**src/rtl/stream_pkg.sv**
```systemverilog
// Shared definitions for the stream width converter: conversion modes,
// ratio/index-width helpers and the down-converter state encoding.
package stream_pkg;

    localparam int SWC_PASS = 0;
    localparam int SWC_DOWN = 1;
    localparam int SWC_UP   = 2;

    typedef enum logic {
        SWC_IDLE  = 1'b0,
        SWC_SHIFT = 1'b1
    } swc_state_t;

    function automatic int swc_ratio(input int in_w, input int out_w);
        return (in_w > out_w) ? (in_w / out_w) : (out_w / in_w);
    endfunction

    // A 1:1 ratio still needs a 1-bit index so every vector has a legal width.
    function automatic int swc_idx_w(input int ratio);
        return (ratio > 1) ? $clog2(ratio) : 1;
    endfunction

    function automatic int swc_mode(input int in_w, input int out_w);
        if (in_w == out_w)
            return SWC_PASS;
        return (in_w > out_w) ? SWC_DOWN : SWC_UP;
    endfunction

endpackage

```
**src/rtl/swc_slice_mux.sv**
```systemverilog
// Slice select / slice replace over a wide word, indexed in transfer order.
// With MSB_FIRST the transfer index 0 maps to the most-significant slice.
module swc_slice_mux #(
    parameter int WIDE_W    = 32,
    parameter int NARROW_W  = 16,
    parameter int MSB_FIRST = 1,
    parameter int IDX_W     = 1
) (
    input  logic [WIDE_W-1:0]   wide_in,
    input  logic [NARROW_W-1:0] narrow_in,
    input  logic [IDX_W-1:0]    idx,
    output logic [NARROW_W-1:0] slice_out,
    output logic [WIDE_W-1:0]   merged_out
);
    localparam int RATIO = WIDE_W / NARROW_W;

    logic [RATIO-1:0]    slice_hit;
    logic [NARROW_W-1:0] masked [RATIO];

    genvar gi;
    generate
        for (gi = 0; gi < RATIO; gi++) begin : g_slice
            // Transfer index at which physical slice gi is visited.
            localparam int ORDER = (MSB_FIRST != 0) ? (RATIO - 1 - gi) : gi;
            assign slice_hit[gi] = (idx == IDX_W'(ORDER));
            assign masked[gi]    = slice_hit[gi] ? wide_in[gi*NARROW_W +: NARROW_W] : '0;
            assign merged_out[gi*NARROW_W +: NARROW_W] =
                slice_hit[gi] ? narrow_in : wide_in[gi*NARROW_W +: NARROW_W];
        end
    endgenerate

    always_comb begin
        slice_out = '0;
        for (int i = 0; i < RATIO; i++)
            slice_out = slice_out | masked[i];
    end

endmodule

```
**src/rtl/stream_width_converter.sv**
```systemverilog
// Valid/ready stream width converter: pass-through, down- or up-conversion.
// Define SWC_LAST_EN to add in_last/out_last burst framing.
module stream_width_converter
    import stream_pkg::*;
#(
    parameter int IN_W      = 32,
    parameter int OUT_W     = 16,
    parameter int MSB_FIRST = 1
) (
    input  logic             clk,
    input  logic             rst,
    input  logic [IN_W-1:0]  in_data,
    input  logic             in_valid,
    output logic             in_ready,
    output logic [OUT_W-1:0] out_data,
    output logic             out_valid,
    input  logic             out_ready,
    output logic             busy
`ifdef SWC_LAST_EN
    ,
    input  logic             in_last,
    output logic             out_last
`endif
);
    localparam int RATIO = swc_ratio(IN_W, OUT_W);
    localparam int IDX_W = swc_idx_w(RATIO);
    localparam int MODE  = swc_mode(IN_W, OUT_W);

    generate
        if ((IN_W % OUT_W) != 0 && (OUT_W % IN_W) != 0) begin : g_bad_ratio
            $error("stream_width_converter: IN_W and OUT_W must be integer multiples");
        end

        if (MODE == SWC_PASS) begin : g_pass
            logic [OUT_W-1:0] data_reg;
            logic             valid_reg;

            assign in_ready  = !rst && (!valid_reg || out_ready);
            assign out_data  = data_reg;
            assign out_valid = valid_reg;
            assign busy      = valid_reg;

            always_ff @(posedge clk or posedge rst) begin
                if (rst) begin
                    data_reg  <= '0;
                    valid_reg <= 1'b0;
                end else if (in_valid && in_ready) begin
                    data_reg  <= in_data;
                    valid_reg <= 1'b1;
                end else if (out_ready) begin
                    valid_reg <= 1'b0;
                end
            end
`ifdef SWC_LAST_EN
            logic last_reg;
            assign out_last = last_reg;
            always_ff @(posedge clk or posedge rst) begin
                if (rst)
                    last_reg <= 1'b0;
                else if (in_valid && in_ready)
                    last_reg <= in_last;
            end
`endif
        end else if (MODE == SWC_DOWN) begin : g_down
            swc_state_t       state_reg, state_next;
            logic [IN_W-1:0]  hold_reg, hold_next;
            logic [IDX_W-1:0] idx_reg, idx_next;
            logic             in_ready_w;
            logic             at_last_slice;
            logic [IN_W-1:0]  unused_merged;

            assign at_last_slice = (idx_reg == IDX_W'(RATIO - 1));
            assign in_ready      = !rst && in_ready_w;
            assign out_valid     = (state_reg == SWC_SHIFT);
            assign busy          = out_valid;

            swc_slice_mux #(
                .WIDE_W    (IN_W),
                .NARROW_W  (OUT_W),
                .MSB_FIRST (MSB_FIRST),
                .IDX_W     (IDX_W)
            ) u_slice_mux (
                .wide_in    (hold_reg),
                .narrow_in  ('0),
                .idx        (idx_reg),
                .slice_out  (out_data),
                .merged_out (unused_merged)
            );

            always_comb begin
                state_next = state_reg;
                hold_next  = hold_reg;
                idx_next   = idx_reg;
                in_ready_w = 1'b0;
                case (state_reg)
                    SWC_IDLE: begin
                        in_ready_w = 1'b1;
                        if (in_valid) begin
                            hold_next  = in_data;
                            idx_next   = '0;
                            state_next = SWC_SHIFT;
                        end
                    end
                    SWC_SHIFT: begin
                        if (out_ready) begin
                            if (!at_last_slice) begin
                                idx_next = idx_reg + 1'b1;
                            end else begin
                                // Final slice leaving: take the next word in the same cycle.
                                in_ready_w = 1'b1;
                                idx_next   = '0;
                                if (in_valid)
                                    hold_next = in_data;
                                else
                                    state_next = SWC_IDLE;
                            end
                        end
                    end
                    default: state_next = SWC_IDLE;
                endcase
            end

            always_ff @(posedge clk or posedge rst) begin
                if (rst) begin
                    state_reg <= SWC_IDLE;
                    hold_reg  <= '0;
                    idx_reg   <= '0;
                end else begin
                    state_reg <= state_next;
                    hold_reg  <= hold_next;
                    idx_reg   <= idx_next;
                end
            end
`ifdef SWC_LAST_EN
            logic last_hold_reg;
            assign out_last = out_valid && last_hold_reg && at_last_slice;
            always_ff @(posedge clk or posedge rst) begin
                if (rst)
                    last_hold_reg <= 1'b0;
                else if (in_valid && in_ready)
                    last_hold_reg <= in_last;
            end
`endif
        end else begin : g_up
            logic [OUT_W-1:0] acc_reg;
            logic [OUT_W-1:0] acc_merged;
            logic [OUT_W-1:0] data_reg;
            logic             valid_reg;
            logic [IDX_W-1:0] idx_reg;
            logic             word_done;
            logic             in_fire;
            logic [IN_W-1:0]  unused_slice;

`ifdef SWC_LAST_EN
            // A flushing in_last also needs the output register free.
            assign word_done = (idx_reg == IDX_W'(RATIO - 1)) || in_last;
`else
            assign word_done = (idx_reg == IDX_W'(RATIO - 1));
`endif
            assign in_ready  = !rst && !(word_done && valid_reg && !out_ready);
            assign in_fire   = in_valid && in_ready;
            assign out_data  = data_reg;
            assign out_valid = valid_reg;
            assign busy      = valid_reg || (idx_reg != '0);

            swc_slice_mux #(
                .WIDE_W    (OUT_W),
                .NARROW_W  (IN_W),
                .MSB_FIRST (MSB_FIRST),
                .IDX_W     (IDX_W)
            ) u_slice_mux (
                .wide_in    (acc_reg),
                .narrow_in  (in_data),
                .idx        (idx_reg),
                .slice_out  (unused_slice),
                .merged_out (acc_merged)
            );

            always_ff @(posedge clk or posedge rst) begin
                if (rst) begin
                    acc_reg   <= '0;
                    data_reg  <= '0;
                    valid_reg <= 1'b0;
                    idx_reg   <= '0;
                end else begin
                    if (out_ready)
                        valid_reg <= 1'b0;
                    if (in_fire) begin
                        if (word_done) begin
                            // Clearing the accumulator zero-fills the next (possibly flushed) word.
                            data_reg  <= acc_merged;
                            valid_reg <= 1'b1;
                            acc_reg   <= '0;
                            idx_reg   <= '0;
                        end else begin
                            acc_reg <= acc_merged;
                            idx_reg <= idx_reg + 1'b1;
                        end
                    end
                end
            end
`ifdef SWC_LAST_EN
            logic last_reg;
            assign out_last = last_reg;
            always_ff @(posedge clk or posedge rst) begin
                if (rst)
                    last_reg <= 1'b0;
                else if (in_fire && word_done)
                    last_reg <= in_last;
            end
`endif
        end
    endgenerate

endmodule
```
**config.mk**
```make
export PLATFORM = sky130hd
export DESIGN_NAME = stream_width_converter
export DESIGN_NICKNAME = d
export VERILOG_FILES = /design/src/rtl/stream_pkg.sv /design/src/rtl/swc_slice_mux.sv /design/src/rtl/stream_width_converter.sv
export SDC_FILE = /design/constraint.sdc
export NUM_CORES = 1
export LEC_CHECK = 0
export ABC_AREA = 1
export CAP_MARGIN = 20
export CORE_MARGIN = 8
export CORE_UTILIZATION = 30
export DETAILED_ROUTE_END_ITERATION = 12
export SYNTH_ARGS = -nofsm -noshare
export SYNTH_HDL_FRONTEND = slang
export SYNTH_SLANG_ARGS = --single-unit
```
**constraint.sdc**
```tcl
create_clock -name clk -period 1.63 [get_ports clk]
set_input_delay 0.2445 -clock clk [delete_from_list [all_inputs] [get_ports clk]]
set_output_delay 0.2445 -clock clk [all_outputs]
set_load 0.01 [all_outputs]
```
## After elaboration in Yosys (flattened, before gate mapping)

Index checks and enable logic that the tools add are counted.

| storage, ports and cells | value |
|---|---|
| output and inout bits | 19 |
| logic and storage cells | 30 |
| register bits after elaboration | 34 |
| bits of input ports | 36 |

| cells by class | value |
|---|---|
| bitwise gates (word level) | 2 |
| reductions and logical operators | 4 |
| equality and inequality tests | 3 |
| multiplexer cells | 17 |
| $add $sub $neg | 1 |

Operators by type and width:

| operator | number |
|---|---|
| 2-to-1 mux 32 bit | 3 |
| one-hot mux 32 bit (2 select lines) | 1 |
| 2-to-1 mux 16 bit | 2 |
| OR 16 bit | 1 |
| 2-to-1 mux 1 bit | 8 |
| one-hot mux 1 bit (2 select lines) | 3 |
| != test 2 bit (second input constant) | 2 |
| AND reduction 2 bit | 2 |
| != test 2 x 1 -> 1 bit (second input constant) | 1 |
| adder 1 bit (second input constant) | 1 |
| logical AND 1 bit | 1 |
| logical NOT 1 bit | 1 |
| NOT 1 bit | 1 |

## Longest topological paths before layout

| logic depth | value |
|---|---|
| depth after elaboration | 4 |
| gate-level depth with buffers | 7 |
| gate-level depth less buffers | 5 |

## Cells and area by module

Synthesis repeated with hierarchy kept, for this count alone.

| second synthesis, totals | value |
|---|---|
| cell total of the unflattened synthesis | 310 |
| area, all modules | 2004.4 um2 |

Modules (own cells, without submodules):

| module | sequential area each (um2) | instances | area each (um2) | cells an instance |
|---|---|---|---|---|
| stream_width_converter | 850.8 | 1 | 1402.6 | 155 |
| swc_slice_mux | 0.0 | 1 | 601.8 | 155 |

## Worst setup path before layout

OpenSTA, ideal clock, no wires.

| timing path | value |
|---|---|
| path kind | register -> output |
| start point | register g_down.idx_reg (netlist: g_down.at_last_slice) |
| end point | output port out_data[10] |
| path slack | 0.444 ns |
| data required time | 1.385 ns |
| buffers on the path | 2 |
| arrival time | 0.941 ns |
| stages on the path, launching flop included | 4 |
| path through | dfrtp_1 > buf_6 > clkbuf_1 > o21ai_0 |

| between the ends | value |
|---|---|
| longest elaborated chain between the ends | 2 |
| elaborated cells between the ends (all ways) | 3 |
| classes of those cells | mux: 2; bitwise: 1 |

Ends and longest elaborated chain:

| item | line | text |
|---|---|---|
| start, declared | stream_width_converter.sv:67 | `logic [IDX_W-1:0] idx_reg, idx_next;` |
| start signal, assigned | stream_width_converter.sv:131 | `idx_reg <= idx_next;` |
| 2-to-1 mux 16 bit | swc_slice_mux.sv:26 | `assign masked[gi] = slice_hit[gi] ? wide_in[gi*NARROW_W +: NARROW_W] : '0;` |
| OR 16 bit (*) | swc_slice_mux.sv:35 | `slice_out = slice_out \| masked[i];` |
| end, declared | stream_width_converter.sv:15 | `output logic [OUT_W-1:0] out_data,` |

Every way passes the cells marked *; elsewhere a longest branch is shown, timed or not.

## Worst setup path in the final report

| timing path | value |
|---|---|
| start point | register g_down.idx_reg (netlist: g_down.at_last_slice) |
| end point | output port out_data[6] |

Same word-level chain as after synthesis.

==> reports/qor.csv <==
metric,value,unit
outcome,"finished, final reports clean",
Worst setup EP type,output pin,
Clock Latency Late Sink,280,ps
antenna violation net count after detailed routing,0,
via count,1451,
Post-synth EDFFs,0,
syn_nets,241,
WP data arrival,1320,ps
final setup fails,0,
Post-Synth Adder-Cell Area,0,%
Critical Path RT,1390,ps
CP Capture Point,out_data[6],
startpoint types,register,
DR iter-0 viols,49,
Mapped Cells,205,
diode count,0,
top_reg_cell synth,dfrtp_1,
Worst Path Max Fanout,7,
Remaining DRCs,0,
vias per inst,4.26,
total power,4030,uW
worst reg2reg path depth,7,
asr flop ratio synth,100,%
root buffer cell,clkbuf_8,
flop-to-flop setup slack,190,ps
"flip-flop count of the largest register, all copies and words added",32,
post-DR wirelength/cell,12.5,um
area occupied by multi-input gates,772,sq um
Hold Crit Class,input port to asynchronous set/reset pin,
Tcrit/Tclk final,96.1,%
final hold vios,0,
Final Hold Slack,348,ps
largest net degree at the start of global routing,35,
worst vdd ir,0.696,mV
clock-pin slew on the worst setup and hold paths,70,ps
total track usage,10.5,%
synth cell count leaders,"60 x nand2_2, 34 x dfrtp_1, 33 x nand3_1, 23 x nand2_1, 19 x inv_1",
critical path class,register to output pin,
Routability Congestion,0.712,
area share of the largest cell type after synthesis,46.4,%
post-synthesis mux area share,0,%
DIE AREA,8860,sq um
CTS buffer count,5,
final core utilization,42.1,%
post-synthesis xor/xnor area fraction,0,%
Pre-antenna DRT Iters,4,
Peak Freq,639,MHz
synth top area cells,"dfrtp_1 46%, nand2_2 20%, nand3_1 9.0%",
GRT Residual Overflow,0,
Yosys Warn Count,0,
maxcap violations,0,
count of different cell masters after synthesis,14,
shortest period the worst path allows,1570,ps
Fill cells,615,
vias in the first global route,1610,
Post-Route WL,4.25,mm
worst-margin pin slew,383,ps
"Seq/Total Area, Yosys",46.4,%
cell area after placement,2440,sq um
Max Slew Vio Count,0,
Final Cell Area,2490,sq um
Starting Density,30.9,%
worst reg2reg startpoint,g_down.at_last_slice,
share of layout cells above drive strength 1,37.6,%
power per cell area,1620,nW/um^2
post-synthesis compound-gate area fraction,4.92,%
largest family of logic cells by synthesized area,simple AND/OR/NAND/NOR gates,
HPWL after DPL,3.00,mm
RSZ-0062 raised after global routing,no,
Synth Area in Simple Gates,37.0,%
Clock Tree Buf Depth,2,
number of nets in the layout,301,
largest area contributor in the netlist,dfrtp_1,
Crit Reg-Reg Endpoint,g_down.hold_reg[0],
number of synthesized register bits,34,
antenna violations before repair,0,
Post-Syn Area,1830,sq um
Area Growth Syn to Fin,36.0,%
FP Rows,28,
IO Port Bufs,54,
first-pass GRT wire length,7.38,mm
Leak,0.00120,uW
CTS Hold Bufs,0,
register area,851,sq um
Die H,94.1,um
mean post-synth cell area,8.94,sq um
"count leader, synth",nand2_2,
htree depth,2,
top-level port count,55,
Max-slew headroom,74.5,%
Cells after DPL,330,
TritonCTS clock tree,done,
Horiz. Die Dim,94.1,um
worst clock skew,5.99,ps
clk sinks,34,
fin cells,341,
Core ar.,5920,sq um
Worst Setup SP,g_down.at_last_slice,
## where the power goes
group | leakage, uW | switching (uW) | internal, uW
Sequential | 0.000419 | 264 | 1250
Clock | 0.0000482 | 291 | 341
Combinational | 0.000733 | 1010 | 877
Total | 0.00120 | 1560 | 2460
## worst max-delay path, cell delays in order (launching register included)
cell             delay (ps)
dfrtp_1                 420
buf_4                   180
o21ai_0                 180
clkdlybuf4s15_1         270
## layout by cell type, fill, tap and decap left out
cell | netlist | routed
clkbuf_8 | 0 | 6
nand2_2 | 60 | 60
o21ai_1 | 0 | 10
clkbuf_1 | 1 | 1
buf_4 | 4 | 10
o21ai_2 | 0 | 1
clkdlybuf4s50_1 | 0 | 36
inv_1 | 19 | 19
a21oi_1 | 1 | 1
dfrtp_1 | 34 | 34
buf_2 | 5 | 15
nand2_1 | 23 | 23
buf_12 | 3 | 3
clkdlybuf4s15_1 | 0 | 3
o21ai_0 | 17 | 6
buf_6 | 2 | 1
nand3_1 | 33 | 33
nand2_8 | 2 | 2
clkinv_2 | 0 | 1
nand2_4 | 1 | 1
## timing repair
item                       in CTS  in global routing
gates resized for setup        64                 13
setup endpoints to repair      17                 10
buffers inserted                3                  0
## per-layer routing
metal	global-route usage (%)	routed length [um]	up-vias
met5	0	0	-
met4	3.17	45	0
met3	3.76	224	6
met2	18.1	2050	34
met1	11.7	1930	653
li1	-	-	758
## cells by family (layout without fill, tap and decap cells)
logic type             after synthesis  after routing
and+or+nand+nor                    119            119
buffers and inverters               34             95
DFF                                 34             34
AOI/OAI and AO/OA                   18             18
## per-stage QoR
stage,setup TNS [ps],setup WS [ps]
after detailed placement,-662,-110
final,0,64.2
after global routing,0,4.50
after global placement,-194,-103
after CTS,-192,-68.5
after floorplan,0,444
## layout make-up
| class | instances | area share, % |
|---|---|---|
| Sequential cell | 34 | 34.2 |
| Multi-Input combinational cell | 137 | 31.0 |
| Timing Repair Buffer | 68 | 24.6 |
| Tap cell | 75 | 3.77 |
| Clock buffer | 7 | 3.47 |
| Inverter | 19 | 2.86 |
| Clock inverter | 1 | 0.201 |
## how the worst min path moves through the flow
stage	to	cells after the start
global placement	g_down.hold_reg[24]	2
floorplan	busy	1
finish	g_down.hold_reg[22]	3
global route	g_down.hold_reg[24]	3
detailed placement	g_down.hold_reg[24]	2
CTS	g_down.hold_reg[6]	3
No activity file was read; power rests on OpenSTA's default activity.
